File: src/rtl/conv2_dw_window_gen.sv
// -----------------------------------------------------------------------------
// conv2_dw_window_gen
//
// Streaming 3x3 window generator feeding the conv2 depthwise MAC stage.
// Pixels arrive one per valid cycle in raster order, all CH channels packed.
// Two line buffers hold the two previous rows; a 3x3 pixel shift register
// holds the current window. A packed window is emitted one cycle after every
// pixel that completes a full 3x3 neighbourhood (valid conv, stride 1).
//
// Window layout: element k = r*3+c (r=0 top/oldest row, c=0 leftmost column);
// channel ch, element k sits at window_act[ch*9*ACT_W + k*ACT_W +: ACT_W].
//
// Ports:
//   clk        in   clock
//   rstn       in   asynchronous active-low reset
//   in_valid   in   in_pix valid this cycle
//   in_pix     in   one pixel, channel c at [c*ACT_W +: ACT_W]
//   sof        in   start-of-frame qualifier (only with CONV2_WINGEN_SOF_EN)
//   out_valid  out  window_act valid (depthwise stage valid)
//   window_act out  packed 3x3 window, all channels
//   frame_done out  pulse with the last window of a frame
//
// Optional feature macro: CONV2_WINGEN_SOF_EN (adds the sof input, which
// resynchronises the counters to row 0 / col 0 on the qualified pixel).
// -----------------------------------------------------------------------------
module conv2_dw_window_gen #(
  parameter int IMG_W = 8,
  parameter int IMG_H = 8,
  parameter int CH    = 8,
  parameter int ACT_W = 8
) (
  input  logic                    clk,
  input  logic                    rstn,
  input  logic                    in_valid,
  input  logic [CH*ACT_W-1:0]     in_pix,
`ifdef CONV2_WINGEN_SOF_EN
  input  logic                    sof,
`endif
  output logic                    out_valid,
  output logic [CH*9*ACT_W-1:0]   window_act,
  output logic                    frame_done
);

  localparam int PW = CH * ACT_W;
  localparam int CW = $clog2(IMG_W);
  localparam int RW = $clog2(IMG_H);

  localparam logic [CW-1:0] COL_LAST = CW'(IMG_W - 1);
  localparam logic [RW-1:0] ROW_LAST = RW'(IMG_H - 1);

  logic [CW-1:0] r_col_cnt;
  logic [RW-1:0] r_row_cnt;

  // lb1 holds row-1, lb0 holds row-2, indexed by column.
  logic [PW-1:0] r_lb0 [IMG_W];
  logic [PW-1:0] r_lb1 [IMG_W];

  // Window shift register, [row][col]; row 0 is the oldest row.
  logic [PW-1:0] r_win  [3][3];
  logic [PW-1:0] w_nwin [3][3];

  logic                  w_sof;
  logic [CW-1:0]         w_col;
  logic [RW-1:0]         w_row;
  logic                  w_col_last;
  logic                  w_row_last;
  logic                  w_emit;
  logic [CH*9*ACT_W-1:0] w_pack;

  // Effective position of the incoming pixel; a qualified sof forces 0/0.
  always_comb begin
    // NOTE: every signal driven here gets a default first so no latch is inferred.
    w_sof = 1'b0;
`ifdef CONV2_WINGEN_SOF_EN
    w_sof = in_valid && sof;
`endif
    w_col      = w_sof ? '0 : r_col_cnt;
    w_row      = w_sof ? '0 : r_row_cnt;
    w_col_last = (w_col == COL_LAST);
    w_row_last = (w_row == ROW_LAST);
    w_emit     = in_valid && (w_row >= RW'(2)) && (w_col >= CW'(2));
  end

  // Window after this pixel's column shifts in; packed straight into the
  // output layout so the emitted window matches the shift register state.
  always_comb begin
    for (int r = 0; r < 3; r++) begin
      w_nwin[r][0] = r_win[r][1];
      w_nwin[r][1] = r_win[r][2];
    end
    w_nwin[0][2] = r_lb0[w_col];
    w_nwin[1][2] = r_lb1[w_col];
    w_nwin[2][2] = in_pix;

    w_pack = '0;
    for (int ch = 0; ch < CH; ch++)
      for (int r = 0; r < 3; r++)
        for (int c = 0; c < 3; c++)
          w_pack[ch*9*ACT_W + (r*3+c)*ACT_W +: ACT_W] = w_nwin[r][c][ch*ACT_W +: ACT_W];
  end

  // NOTE: line-buffer RAM has no reset; rows 0/1 of every frame never emit,
  // so stale contents are always overwritten before they are used.
  always_ff @(posedge clk) begin
    if (in_valid) begin
      r_lb0[w_col] <= r_lb1[w_col];
      r_lb1[w_col] <= in_pix;
    end
  end

  // NOTE: all sequential state uses non-blocking assignments so every
  // register samples pre-edge values regardless of statement order.
  always_ff @(posedge clk or negedge rstn) begin
    if (!rstn) begin
      r_col_cnt  <= '0;
      r_row_cnt  <= '0;
      out_valid  <= 1'b0;
      frame_done <= 1'b0;
      window_act <= '0;
      for (int r = 0; r < 3; r++)
        for (int c = 0; c < 3; c++)
          r_win[r][c] <= '0;
    end else begin
      out_valid  <= w_emit;
      frame_done <= w_emit && w_col_last && w_row_last;
      if (w_emit)
        window_act <= w_pack;
      if (in_valid) begin
        r_win <= w_nwin;
        if (w_col_last) begin
          r_col_cnt <= '0;
          r_row_cnt <= w_row_last ? '0 : w_row + RW'(1);
        end else begin
          r_col_cnt <= w_col + CW'(1);
          r_row_cnt <= w_row;
        end
      end
    end
  end

endmodule

File: config.mk
export PLATFORM = sky130hd
export DESIGN_NAME = conv2_dw_window_gen
export DESIGN_NICKNAME = d
export VERILOG_FILES = /design/src/rtl/conv2_dw_window_gen.sv
export SDC_FILE = /design/constraint.sdc
export NUM_CORES = 2
export LEC_CHECK = 0
export ABC_AREA = 1
export CORE_UTILIZATION = 55
export CTS_CLUSTER_SIZE = 20
export DETAILED_ROUTE_END_ITERATION = 6
export PLACE_DENSITY_LB_ADDON = 0.25
export SYNTH_ARGS = -nofsm -noshare
export SYNTH_HDL_FRONTEND = slang
export SYNTH_SLANG_ARGS = --single-unit
File: constraint.sdc
create_clock -name clk -period 12 [get_ports clk]
set_input_delay 2.4 -clock clk [delete_from_list [all_inputs] [get_ports clk]]
set_output_delay 2.4 -clock clk [all_outputs]
set_load 0.005 [all_outputs]
==> impl_results.md <==
- Crit-path most repeated cell: buf_4
- Die area: around 0.15 sq mm
- Postcts setup bufs: 0
- Post-CTS Hold Fix Bufs: 0
- Asr flop ratio synth: roughly half
- Clk root buf: clkbuf_16
- Clk buf depth: 3
- Hold WC Path Type: reg -> reg
- Final hold vios: 0
- Fin area: ~0.093 sq mm
- Total Wirelength: approximately 180,000 um
- Vias in the first global route: about 52,000
- Worst hold slack: around 0.47 ns
- Starting Density: between 50% and 60%
- Number of vias per cell: about 5.1
- Placed cell areas: between 0.08 and 0.09 sq mm
- Peak Freq: ~190 MHz
- Worst path max stage delay: 0.88 ns
- CP arrival: 6.00 ns
- Crit Path Category: in -> reg
- Area added between synthesis and finish: 17.8%
- Yosys warnings: 0
- Mean Syn Cell Area: a little under 10 sq um
- Via count: around 54,000
- Drt pass-1 iters: 5
- Rel. slew slack: approximately 19%
- Startpoint class of the critical path: primary input
- Actual slew at the worst max-slew pin: 1.21 ns
- Register area: ~0.055 sq mm
- Power Dens Cells: between 200 and 300 mW/mm^2
- CTS tree: done
- Total gr overflow: 0
- Antenna cells: 0
- Final nets: between 8,000 and 9,000
- Final std cells w/o fill: around 11,000
- Final Power: 23.8 mW
- First-pass GRT wire length: 290,000 um
- Post-CTS Resized: 0
- Post-route minimum period: 5.35 ns
- Max-cap violations: 0
- Chip height: 381 um
- FF+latch count, synth: roughly 2,000
- Setup ws final: 6.65 ns
- DP HPWL: roughly 100,000 um
- Syn nets: 8,075
- DRC violations left: 0
- Top FF cell, synth: edfxtp_1
- Detail Route Antenna Nets: 0
- Highest-delay cell along the critical path: buf_4
- GRT Total Usage: between 20% and 30%
- Clk_skew: roughly 0.036 ns
- Placed Instances: 10,200
- EDFF count, synth: between 1,000 and 1,500
- Final core occ: approximately two thirds
- Register area share after synthesis: 69.5%
- Syn Inst Count: ~8,000
- Worst Path Buf+Inv: 4
- Status: complete, no violations
- Worst setup EP type: flip-flop
- Setup TNS: 0 ns
- Final Slew Violations: 0
- Core area: between 0.1 and 0.15 sq mm
- VDD IR max: about 0.00021 V
- Clk_lat worst skew: 0.82 ns
- Clk pin slew, worst setup/hold paths: 0.06 ns
- Synth cell types: 20
- Num CTS Buffers: ~200
- Initial antenna violation count: 0
- Initial DRC Count: between 4,000 and 5,000
- Row Count: between 100 and 150
- Gpl congestion: about 0.76
- Worst EP required: between 10 and 15 ns
- Clk sinks: 1,992
- Layout cells sized above 1: about 4.4%
- Delay-heaviest family, CP: buffers and inverters
- # port buffers: 644
- Leakage: 43.5 nW
- H-tree levels: 4
- Critical path cell sequence: buf_8 -> nand3_4 -> buf_12 -> buf_4 -> buf_4 -> o21ai_0
- Crit-path max FO: around 220
- Fin crit share: about 45%
- IO Pins: ~650
- Drt wl/cell: about 17 um
- Largest net degree at the start of global routing: 226
- Syn Std Cell Area: slightly below 0.08 sq mm
- Area of the multi-input gates: around 0.019 sq mm
- DIE WIDTH: ~380 um
- Final setup viols: 0
- RSZ-0062 raised after global routing: no
- Pre-CTS setup slack: 5.93 ns
- Filler Cells Inserted: 10,800
==> flip-flops by register name (all words and copies together), names as in the netlist <==
| signal | cells |
|---|---|
| r_win | 384 |
| out_valid | 1 |
| r_lb1 | 512 |
| r_lb0 | 512 |
| r_col_cnt | 3 |
| frame_done | 1 |
| r_row_cnt | 3 |
| window_act | 576 |
==> final cells by class <==
class / count / share of cell area [%]
clock inverter: 83 / 0.910
tap: 1890 / 2.54
timing repair buffer: 707 / 7.56
clock buffer: 283 / 6.10
multi-input combinational: 4713 / 20.2
inverter: 900 / 3.66
sequential: 1992 / 59.0
==> worst min-delay path: cells and delay by family (launching register included) <==
kind / cells / cell delay (ns)
AND/OR/NAND/NOR: 1 / 0.05
flip-flops: 1 / 0.34
AO/OA/AOI/OAI: 1 / 0.06
==> logic make-up after synthesis <==
logic type	synth area share, %
compound gates	3.27
fa+ha+maj	0.0949
buf+inv	6.79
flops	69.5
mux	0.0142
simple gates	20.3
==> final timing paths <==
| kind | from | end | slack, ns | cells after the start |
|---|---|---|---|---|
| max in group asynchronous | rstn | r_win[236]$_DFFE_PN0P_ | 7.97 | 3 |
| hold reg to reg | r_win[7]$_DFFE_PN0P_ | r_win[71]$_DFFE_PN0P_ | 0.47 | 2 |
| setup / recovery | in_valid | window_act[495]$_DFFE_PN0P_ | 6.65 | 6 |
| min in group asynchronous | rstn | window_act[79]$_DFFE_PN0P_ | 1.66 | 1 |
| hold / removal | r_win[7]$_DFFE_PN0P_ | r_win[71]$_DFFE_PN0P_ | 0.47 | 2 |
| setup reg to reg | r_col_cnt[1]$_DFFE_PN0P_ | window_act[495]$_DFFE_PN0P_ | 6.76 | 7 |
==> cell usage in the layout (no fill, tap or decap), types with 3 or more instances in the layout <==
cell type and count:
clkdlybuf4s50_1 642, dfrtp_1 966, nor2_1 4, inv_6 6, buf_4 54, ha_1 6, clkbuf_1 53, nor2_4 7
clkinvlp_4 3, buf_12 9, inv_1 894, clkinv_8 5, clkinv_1 17, bufinv_16 14, clkinv_2 35, clkbuf_16 206
edfxtp_1 1024, clkinv_4 3, nand2_1 3920, clkbuf_8 23, o21ai_0 515, nand3_1 254
==> Yosys cell counts (2+ instances only) <==
master,count,area (sq um)
nand3_1,254,1270
clkbuf_1,122,458
nor2_1,11,41.3
ha_1,6,75.1
edfxtp_1,1024,30700
buf_4,43,323
buf_6,12,135
o21ai_0,515,2580
dfrtp_1,968,24200
buf_2,200,1000
nor3_1,2,10.0
buf_1,20,75.1
nand2_1,3920,14700
inv_2,5,18.8
a21oi_1,2,10.0
inv_1,894,3360
==> metal layers <==
metal	vias to the layer above	global-route usage, %	share of wire [%]
li1	25900	-	-
met1	26000	34.4	43
met2	1596	41.7	49
met3	296	4.38	6.4
met4	0	7.56	2.4
met5	-	0	0
==> power breakdown <==
part           total, mW  leakage [nW]  internal (mW)  switching, mW
Clock               6.15          3.21           3.59           2.56
Combinational       7.32          18.7           2.66           4.66
Sequential          10.4          21.6           9.45          0.921
Total               23.8          43.5           15.7           8.13
Note: power is estimated with default switching activity, not from simulation.
